$ cat src/rtl/miu_pkg.sv
// Shared types for the MIU CPU-side bus arbiter: port indices, arbiter state, port IDs.
// Bus field widths come from the PKT_* macros; defaults apply when they are not already defined.
`ifndef PKT_ADDR
`define PKT_ADDR 32
`endif
`ifndef PKT_DATA
`define PKT_DATA 32
`endif
`ifndef PKT_SIZE
`define PKT_SIZE 2
`endif

package miu_pkg;

  localparam int unsigned PORT_W = 4;

  typedef logic [PORT_W-1:0] port_idx_t;

  localparam port_idx_t PORT_IFETCH = 4'd0;
  localparam port_idx_t PORT_LSU    = 4'd1;

  typedef struct packed {
    logic      lock;
    port_idx_t lock_owner;
    port_idx_t rr_ptr;
    logic      dp_valid;
    port_idx_t dp_owner;
  } arb_state_t;

  function automatic port_idx_t next_port(input port_idx_t p, input int unsigned n);
    return (32'(p) == n - 1) ? '0 : p + 1'b1;
  endfunction

endpackage

$ cat src/rtl/miu_bus_arbiter_rr_pick.sv
// Combinational round-robin picker: first set request at or after ptr, wrapping modulo N.
module rr_pick
  import miu_pkg::*;
#(
  parameter int unsigned N  = 2,
  parameter int unsigned PW = 1
) (
  input  logic [N-1:0]  req,
  input  port_idx_t     ptr,
  output logic [N-1:0]  grant,
  output logic [PW-1:0] idx
);

  logic          found;
  logic [PW-1:0] j;

  always_comb begin
    grant = '0;
    idx   = '0;
    found = 1'b0;
    j     = '0;
    for (int unsigned off = 0; off < N; off++) begin
      j = PW'((32'(ptr) + off) % N);
      if (!found && req[j]) begin
        grant[j] = 1'b1;
        idx      = j;
        found    = 1'b1;
      end
    end
  end

endmodule

$ cat src/rtl/miu_bus_arbiter.sv
// Round-robin arbiter sharing the pipelined MIU bus among N_PORTS requesters,
// holding the grant through stalled address phases and routing data-phase completions.
`ifndef PKT_ADDR
`define PKT_ADDR 32
`endif
`ifndef PKT_DATA
`define PKT_DATA 32
`endif
`ifndef PKT_SIZE
`define PKT_SIZE 2
`endif

module miu_bus_arbiter
  import miu_pkg::*;
#(
  parameter int unsigned N_PORTS = 2
) (
  input  logic                           clk,
  input  logic                           reset_n,
  input  logic [N_PORTS*`PKT_ADDR-1:0]   req_addr,
  input  logic [N_PORTS-1:0]             req_valid,
  input  logic [N_PORTS*`PKT_DATA-1:0]   req_wdata,
  input  logic [N_PORTS*`PKT_SIZE-1:0]   req_wsize,
  input  logic [N_PORTS-1:0]             req_write,
  output logic [N_PORTS-1:0]             req_ready,
  output logic [N_PORTS-1:0]             rsp_valid,
  output logic [`PKT_DATA-1:0]           rsp_rdata,
  output logic [`PKT_ADDR-1:0]           bus_addr,
  output logic                           bus_valid,
  output logic [`PKT_DATA-1:0]           bus_wdata,
  output logic [`PKT_SIZE-1:0]           bus_wsize,
  output logic                           bus_write,
  input  logic [`PKT_DATA-1:0]           bus_rdata,
  input  logic                           bus_ready
);

  localparam int unsigned PW = (N_PORTS > 1) ? $clog2(N_PORTS) : 1;

  arb_state_t         state_q, state_d;
  logic [N_PORTS-1:0] pick_grant;
  logic [PW-1:0]      pick_idx;
  logic [N_PORTS-1:0] grant;
  port_idx_t          owner;
  logic               accept;
  logic               stall;

  rr_pick #(
    .N  (N_PORTS),
    .PW (PW)
  ) u_pick (
    .req   (req_valid),
    .ptr   (state_q.rr_ptr),
    .grant (pick_grant),
    .idx   (pick_idx)
  );

  always_comb begin
    grant = pick_grant;
    owner = port_idx_t'(pick_idx);
    if (state_q.lock) begin
      owner = state_q.lock_owner;
      for (int unsigned i = 0; i < N_PORTS; i++) begin
        grant[i] = (state_q.lock_owner == port_idx_t'(i));
      end
    end
  end

  assign bus_valid = |req_valid;
  assign accept    = bus_valid & bus_ready;
  assign stall     = bus_valid & ~bus_ready;
  assign req_ready = grant & {N_PORTS{bus_ready}};
  assign rsp_rdata = bus_rdata;

  always_comb begin
    bus_addr  = '0;
    bus_wdata = '0;
    bus_wsize = '0;
    bus_write = 1'b0;
    for (int unsigned i = 0; i < N_PORTS; i++) begin
      if (bus_valid && grant[i]) begin
        bus_addr  = req_addr[i*`PKT_ADDR +: `PKT_ADDR];
        bus_wdata = req_wdata[i*`PKT_DATA +: `PKT_DATA];
        bus_wsize = req_wsize[i*`PKT_SIZE +: `PKT_SIZE];
        bus_write = req_write[i];
      end
    end
  end

  // Gated by reset_n so a data phase being dropped by reset never signals completion.
  always_comb begin
    rsp_valid = '0;
    for (int unsigned i = 0; i < N_PORTS; i++) begin
      rsp_valid[i] = reset_n & state_q.dp_valid & bus_ready &
                     (state_q.dp_owner == port_idx_t'(i));
    end
  end

  // Accept takes priority over completion so back-to-back transfers keep dp_valid set.
  always_comb begin
    state_d = state_q;
    if (accept) begin
      state_d.lock     = 1'b0;
      state_d.rr_ptr   = next_port(owner, N_PORTS);
      state_d.dp_valid = 1'b1;
      state_d.dp_owner = owner;
    end else if (stall) begin
      state_d.lock       = 1'b1;
      state_d.lock_owner = owner;
    end else if (bus_ready) begin
      state_d.dp_valid = 1'b0;
    end
  end

  always_ff @(posedge clk) begin
    if (!reset_n) begin
      state_q <= '0;
    end else begin
      state_q <= state_d;
    end
  end

endmodule

$ cat config.mk
export PLATFORM = sky130hd
export DESIGN_NAME = miu_bus_arbiter
export DESIGN_NICKNAME = d
export VERILOG_FILES = /design/src/rtl/miu_pkg.sv /design/src/rtl/miu_bus_arbiter_rr_pick.sv /design/src/rtl/miu_bus_arbiter.sv
export SDC_FILE = /design/constraint.sdc
export NUM_CORES = 1
export LEC_CHECK = 0
export ABC_AREA = 1
export CAP_MARGIN = 30
export CORE_AREA = 4 4 105 107
export CTS_CLUSTER_DIAMETER = 200
export CTS_CLUSTER_SIZE = 30
export DETAILED_ROUTE_END_ITERATION = 8
export DIE_AREA = 0 0 109 111
export PLACE_DENSITY = 0.7
export SLEW_MARGIN = 20
export SYNTH_ARGS = -nofsm -noshare
export SYNTH_HDL_FRONTEND = slang
export SYNTH_SLANG_ARGS = --single-unit
$ cat constraint.sdc
create_clock -name clk -period 1.4 [get_ports clk]
set_input_delay 0.14 -clock clk [delete_from_list [all_inputs] [get_ports clk]]
set_output_delay 0.14 -clock clk [all_outputs]
set_load 0.05 [all_outputs]
# == Word level (Yosys, flattened, before mapping) ==
# Index checks and enable logic that the tools add are counted.
# word_totals
output_inout_bits,104
register_bits,11
word_cells,66
in_bits,171
# op_classes
n_eq_ne,4
n_addsub,2
n_lt_le_gt_ge,4
n_bitwise,11
mux,27
n_reduce_logical,13
# ops
cell,count
2-to-1 mux 32 bit,4
2-to-1 mux 1 bit,15
"equality test 4 x 1 -> 1 bit, second input constant",3
2-to-1 mux 2 bit,5
logical NOT 4 bit,2
AND 1 bit,6
logical AND 1 bit,5
"less-than comparator 1 x 2 -> 1 bit, second input constant",2
2-to-1 mux 4 bit,1
AND reduction 2 bit,2
OR reduction 2 bit,2
inverter 1 bit,3
"adder 1 bit, second input constant",2
AND 2 bit,1
demux 1 bit (select 1 bit),2
">= comparator 1 bit, second input constant",2
"inequality test 2 bit, second input constant",1
bitwise OR 2 bit,1
nonzero test 2 bit,1
logical NOT 1 bit,1

# == Longest topological paths before layout ==
# Gate-level depths: netlist (run 1).
# logic_depth
word_depth,11
ltp_mapped,8
ltp_nobuf,6

# == Modules after synthesis ==
# From an unflattened synthesis (run 1), not the netlist that was laid out.
# unflattened
cells_unflattened,351
area_unflattened_um2,1868.0
# by_module_without_submodules
module,n_inst,area_per_inst_um2,seq_area_each_um2,cells_each
miu_bus_arbiter,1,1839.3,280.3,346
rr_pick,1,28.8,0.0,5

# == Least setup slack after synthesis (run 1) ==
# Ideal clock, no wire load.
# synth_path
path_type,flip-flop to output port
from,register state_q[2] in the netlist's numbering
to,output port rsp_valid[1]
n_path_buf,0
t_required_ns,1.260
t_arrival_ns,1.756
path_stages_with_launch,3
path_slack_ns,-0.496
cell_sequence,dfxtp_1 > or2_2 > nor3b_1
# synth_between
elab_chain_cells,2
# synth_rtl
element,line_no,rtl
start: declaration,miu_bus_arbiter.sv:39,"arb_state_t state_q, state_d;"
start signal: assignment,miu_bus_arbiter.sv:118,state_q <= state_d;
equality test 4 x 1 -> 1 bit,miu_bus_arbiter.sv:94,(state_q.dp_owner == port_idx_t'(i));
AND 1 bit,miu_bus_arbiter.sv:93,rsp_valid[i] = reset_n & state_q.dp_valid & bus_ready &
end: declaration,miu_bus_arbiter.sv:26,"output logic [N_PORTS-1:0] rsp_valid,"
# Every way passes these cells.

# == Worst setup path in the final report (run 1) ==
# layout_path
from,register state_q[9] in the netlist's numbering
to,output port bus_addr[12]
# layout_between
elab_chain_cells,5
word_cells_on_any_way,7
classes_between,1 x eq/ne; 3 x mux; 3 x reduce/logical
# layout_rtl
element,line_no,rtl
logical NOT 4 bit,miu_bus_arbiter.sv:63,grant[i] = (state_q.lock_owner == port_idx_t'(i));
2-to-1 mux 2 bit *,miu_bus_arbiter.sv:60,if (state_q.lock) begin
logical AND 1 bit,miu_bus_arbiter.sv:80,if (bus_valid && grant[i]) begin
2-to-1 mux 32 bit,miu_bus_arbiter.sv:80,
2-to-1 mux 32 bit *,miu_bus_arbiter.sv:80,
end: declaration,miu_bus_arbiter.sv:28,"output logic [`PKT_ADDR-1:0] bus_addr,"
# Every way passes the cells marked *; elsewhere a longest branch is shown, timed or not.

==> results.cfg, run 1 <==
[run_status]
status = complete, but fails checks
violations = setup timing

[grt]
grt_util_all_layers_pct = 17.0
grt.overflow.total = 0
antenna_found_initial = 1
grt_pass1_vias = 3155
grt_pass1_wl_um = 16400
grt_max_degree = 49

[floorplanning]
start_util_pct = 21.9
core_area_um2 = 10100
num_rows = 37
die-area_um2 = 12100
die_y_um = 111
die_w_um = 109
pin_count = 275

[synth]
avgSynthCellArea_um2 = 6.71
synth_top_cell_area_share_pct = 27.5
synth_cell_types = 25
yosys-top-cells-area = nand3_2 27%, nand3_1 18%, nand2_1 14%
synthesis.nets = 502
synthCells = 331
synth_warnings = 0
synth-seq-area-share_pct = 9.91
synth_area_um2 = 2220
ys_ff_latch = 11
synth_area_leader_cell = nand3_2

[finish]
largest_register = state_q
nets = 695
largest_reg_flops = 11
reg.largest.list = state_q (11)
n_fill_cell = 841
drive_above_1_share_pct = 56.2
syn_to_final_growth_pct = 166

[worst_hold_path]
hold_path.class = input pin to output pin

[timing]
period_minus_slack_ns = 1.68
max_freq_mhz = 594
finalCritPeriodShare_pct = 120
slew_headroom_pct = 78.5
rsz0062_at_grt = yes
finalHoldViolCount = 0
timing.hold.ws_ns = 0.280
setup_slack_ns = -0.285
tightestPinTransition_ns = 0.322
fin_worst_skew_ns = 0.00425
finalSetupViolations = 69
drv_slew = 0

[detailed_routing]
first_pass_iters = 4
totalWireLength_um = 11700
drtAntennaViolNets = 0
wl_per_cell_um = 17.8
drtIter0Drc = 83
viasPerCell = 4.65
drc_errors = 0
num_vias = 3067

[pwr]
power_mw = 3.92
p_per_area_nw_per_um2 = 663
power_leakage_nw = 2.40
vdd_ir_drop_max_v = 0.000451

[clock_tree]
cts.sink_count = 11
cts-root-buf = clkbuf_8
clk_pin_slew_ns = 0.05
hold_buffers = 0
clk_path_buf_depth = 2
cts_tree = done
clk_latency_ns = 0.24
cts_made_buffers = 3
cts.htree.levels = 1

[place]
gp_congestion = 0.759
dp_hpwl_um = 8650
io_buffer_count = 210

[job]
maxCapViolations = 0

[critical_path]
criticalPathCategory = register to output pin
path_max_fanout = 7
cp.required_ns = 1.26
worst_setup_path_start_kind = register
arrival_ns = 1.54
critPathCaptureType = output pin
[layout make-up]
| cell class | count | area [um^2] | share of cell area [%] |
|---|---|---|---|
| clock buffers | 4 | 45.0 | 0.762 |
| diodes | 1 | 2.50 | 0.0423 |
| inverters | 8 | 35.0 | 0.593 |
| well taps | 136 | 170 | 2.88 |
| multi-input cells | 251 | 1980 | 33.5 |
| flip-flops and latches | 11 | 234 | 3.96 |
| repair buffers | 249 | 3450 | 58.3 |
[repair_timing]
| item | 4_1_cts | 5_1_grt |
|---|---|---|
| cloned | 6 | 4 |
| setup endpoints to repair | 72 | 71 |
| buffers inserted | 3 | 6 |
| resized for setup | 77 | 40 |
| pin swaps | 18 | 18 |
[metrics by stage]
stage / std cells / utilization [%] / cell area, um^2 / worst slack, ns / setup TNS (ns)
after floorplan: 331 / - / 2310 / -0.0226 / -0.606
after global placement: 639 / 50.3 / 5100 / -0.338 / -20.38
after detailed placement: 639 / 50.3 / 5100 / -0.399 / -23.15
after CTS: 652 / 55.4 / 5620 / -0.351 / -20.01
after global routing: 660 / 58.3 / 5910 / -0.368 / -22.13
final: 660 / 58.3 / 5910 / -0.285 / -17.07
[cells in the final DEF, fill, tap and decap left out]
| cell type | netlist | routed |
|---|---|---|
| nand2_2 | 1 | 64 |
| a21oi_4 | 0 | 2 |
| buf_16 | 0 | 5 |
| dlygate4sd2_1 | 0 | 3 |
| diode_2 | 0 | 1 |
| inv_2 | 1 | 2 |
| clkdlybuf4s50_1 | 0 | 134 |
| inv_4 | 1 | 2 |
| o21ai_0 | 3 | 3 |
| dfxtp_4 | 0 | 2 |
| nand3_2 | 61 | 78 |
| nor3_4 | 0 | 1 |
| or2_4 | 0 | 1 |
| buf_6 | 5 | 3 |
| nand2_1 | 80 | 12 |
| nor3b_4 | 0 | 1 |
| bufbuf_16 | 0 | 1 |
| inv_1 | 6 | 4 |
| dfxtp_2 | 0 | 5 |
| buf_4 | 37 | 16 |
| clkbuf_16 | 0 | 4 |
| nand4_1 | 3 | 3 |
| nor2_2 | 1 | 1 |
| clkbuf_8 | 0 | 3 |
| nand3_1 | 80 | 53 |
| nand2_4 | 1 | 4 |
| nor2_1 | 8 | 5 |
| clkbuf_1 | 1 | 1 |
| buf_12 | 3 | 82 |
| dfxtp_1 | 11 | 4 |
| nand2_8 | 0 | 2 |
| nor2_4 | 1 | 4 |
| nand3_4 | 1 | 11 |
| dlymetal6s2s_1 | 0 | 1 |
| a21oi_1 | 8 | 6 |
[report_power, final]
part	switching, mW	leakage, nW	internal (mW)
Combinational	1.64	2.28	1.63
Clock	0.118	0.0228	0.200
Sequential	0.0123	0.0932	0.323
[critical path, cell delays in order (launching register included)]
cell and delay, ns:
dfxtp_4 0.37, inv_2 0.05, nor2_4 0.09, nand3_4 0.10
nand2_8 0.13, buf_12 0.12, clkbuf_16 0.15, nand3_2 0.06
nand2_2 0.09, buf_12 0.13
[synthesized netlist by cell type]
library cell / count
inv_2: 1
nand3_4: 1
o21ai_0: 3
nor3b_1: 1
nand2_4: 1
nand2_1: 80
buf_2: 14
inv_4: 1
buf_6: 5
buf_12: 3
or2_2: 1
nand3_2: 61
nor2_2: 1
clkbuf_1: 1
nor3_1: 1
inv_1: 6
nand3_1: 80
buf_8: 1
nand2_2: 1
nor2_1: 8
nor2_4: 1
a21oi_1: 8
buf_4: 37
dfxtp_1: 11
nand4_1: 3
[routing by layer]
metal	track usage, %	vias up	wire length (um)
met2	34.0	146	6630
met3	4.19	9	990
li1	-	1484	-
met5	0	-	0
met1	17.3	1428	4010
met4	3.11	0	99
[path summary, 6_finish.rpt]
check | from | slack, ns | endpoint | cells past startpoint
setup / recovery | state_q[9] | -0.28 | bus_addr[12] | 9
hold / removal | bus_rdata[19] | 0.28 | rsp_rdata[19] | 0
setup reg to reg | state_q[13] | 0.27 | state_q[11] | 6
hold reg to reg | state_q[1] | 0.46 | state_q[1] | 2
[logic make-up after synthesis]
| group | share of synthesized area, % |
|---|---|
| and+or+nand+nor | 64.4 |
| buffers and inverters | 23.2 |
| DFF | 9.91 |
| AOI/OAI and AO/OA | 2.48 |
(Power assumes the default switching activity.)
==> inputs of run 2 (changes only) <==
GPL_TIMING_DRIVEN = 0   (was unset)
==> results.cfg, run 2 (synthesized netlist as in run 1, its figures left out) <==
[clock_tree]
hold_buffers = 0
clk_latency_ns = 0.25
cts-root-buf = clkbuf_8
cts.htree.levels = 1
cts.sink_count = 11
clk_pin_slew_ns = 0.06
cts_tree = done
clk_path_buf_depth = 2
cts_made_buffers = 3

[timing]
rsz0062_at_grt = yes
finalHoldViolCount = 0
slew_headroom_pct = 63.2
max_freq_mhz = 574
period_minus_slack_ns = 1.74
setup_slack_ns = -0.343
finalSetupViolations = 69
fin_worst_skew_ns = 0.00759
tightestPinTransition_ns = 0.551
drv_slew = 0
finalCritPeriodShare_pct = 124

[critical_path]
rr_worst_depth = 6
r2r_end = state_q[5]
critPathCaptureType = output pin
crit_family = simple AND/OR/NAND/NOR gates
endpoint = bus_addr[12]
worst_setup_path_start_kind = register
crit_cells = 9
path_max_fanout = 7
critical_path.slowest_cell = dfxtp_2
cp-startpoint = state_q[5]
criticalPathCategory = register to output pin
arrival_ns = 1.60
critPathMaxStageDelay_ns = 0.34
r2r_setup_slack_ns = 0.31
critical_path_buf_inv_count = 4
path_cells = inv_1 > nand2_1 > nand3_4 > nand2_8 > buf_12 > clkbuf_16 > nand3_2 > nand2_2 > buf_8
rr_startpoint = state_q[5]
cp.required_ns = 1.26

[run_status]
status = complete, but fails checks
violations = setup timing

[finish]
reg.largest.list = state_q (11)
multiInputGateArea_um2 = 1920
largest_register = state_q
final_util_pct = 58.7
n_fill_cell = 881
drive_above_1_share_pct = 54.3
final_common_cell = clkdlybuf4s50_1
layoutNonFillerInstCount = 729
largest_reg_flops = 11
nets = 765
syn_to_final_growth_pct = 168
layout_common_cells = 167 x clkdlybuf4s50_1, 80 x nand3_2, 56 x nand2_2, 56 x buf_8, 51 x nand3_1
seqCellArea_um2 = 233
antenna_cells = 0
postLayoutCellArea_um2 = 5950

[grt]
grt_max_degree = 11
grt.overflow.total = 0
grt_pass1_wl_um = 17400
grt_util_all_layers_pct = 17.8
antenna_found_initial = 1
grt_pass1_vias = 3435

[place]
placed_area_um2 = 4900
dp_hpwl_um = 9570
gp_congestion = 0.776
dp.cells = 708
io_buffer_count = 241

[detailed_routing]
wl_per_cell_um = 16.9
drtAntennaViolNets = 0
drc_errors = 0
first_pass_iters = 4
totalWireLength_um = 12300
num_vias = 3339
viasPerCell = 4.58
drtIter0Drc = 123

[floorplanning]
die_y_um = 111
start_util_pct = 21.9
die-area_um2 = 12100
core_area_um2 = 10100
pin_count = 275
die_w_um = 109
num_rows = 37

[worst_hold_path]
hold_path.class = input pin to register

[job]
maxCapViolations = 0

[pwr]
power_leakage_nw = 2.53
p_per_area_nw_per_um2 = 659
vdd_ir_drop_max_v = 0.000638
-- run 2: layer usage --
| metal | part of all wire (%) | wire length [um] | GRT usage [%] |
|---|---|---|---|
| met1 | 34 | 4260 | 18.2 |
| met2 | 55 | 6820 | 35.5 |
| met3 | 9.0 | 1110 | 4.72 |
| met4 | 1.1 | 141 | 2.86 |
| met5 | 0.11 | 13 | 0 |
-- run 2: where the power goes --
part / internal [mW] / switching, mW / leakage [nW] / total, mW
Clock: 0.196 / 0.135 / 0.0255 / 0.332
Sequential: 0.323 / 0.0139 / 0.0927 / 0.336
Combinational: 1.48 / 1.77 / 2.41 / 3.26
-- run 2: layout make-up --
class / instances / share of cell area, %
repair buffers: 258 / 50.1
multi-input cells: 251 / 32.2
flip-flops and latches: 11 / 3.91
plain buffers: 61 / 9.50
clock buffers: 3 / 0.694
well taps: 136 / 2.86
inverters: 8 / 0.588
clock inverters: 1 / 0.0841
-- run 2: through the flow --
stage | hold WS [ns] | power [mW] | setup WS, ns | setup TNS, ns
2_1_floorplan | 0.316 | 1.94 | -0.0226 | -0.606
3_3_place_gp | 0.443 | 2.98 | -1.11 | -73.90
3_5_place_dp | 0.444 | 3.00 | -1.12 | -75.51
4_1_cts | 0.258 | 3.68 | -0.346 | -19.35
5_1_grt | 0.306 | 4.09 | -0.421 | -25.97
6_report | 0.276 | 3.93 | -0.343 | -20.72
-- run 2: worst min-delay path, delay by kind of cell --
kind / cells / cell delay [ns]
buffers and inverters: 1 / 0.19
and+or+nand+nor: 2 / 0.15
-- run 2: worst min path at each step --
stage | cells past startpoint | startpoint | endpoint | slack, ns
2_1_floorplan | 2 | req_valid[1] | state_q[9] | 0.32
3_3_place_gp | 2 | state_q[12] | state_q[12] | 0.44
3_5_place_dp | 2 | state_q[11] | state_q[11] | 0.44
4_1_cts | 3 | reset_n | state_q[11] | 0.26
5_1_grt | 3 | reset_n | state_q[12] | 0.31
6_report | 3 | reset_n | state_q[11] | 0.28
-- run 2: what timing repair did --
| item | 4_1_cts | 5_1_grt |
|---|---|---|
| pin swaps | 12 | 44 |
| endpoints found under the hold margin | 0 | 0 |
| setup endpoints to repair | 72 | 71 |
| gates resized for setup | 581 | 98 |
| cloned | 4 | 5 |
| buffers inserted | 6 | 2 |
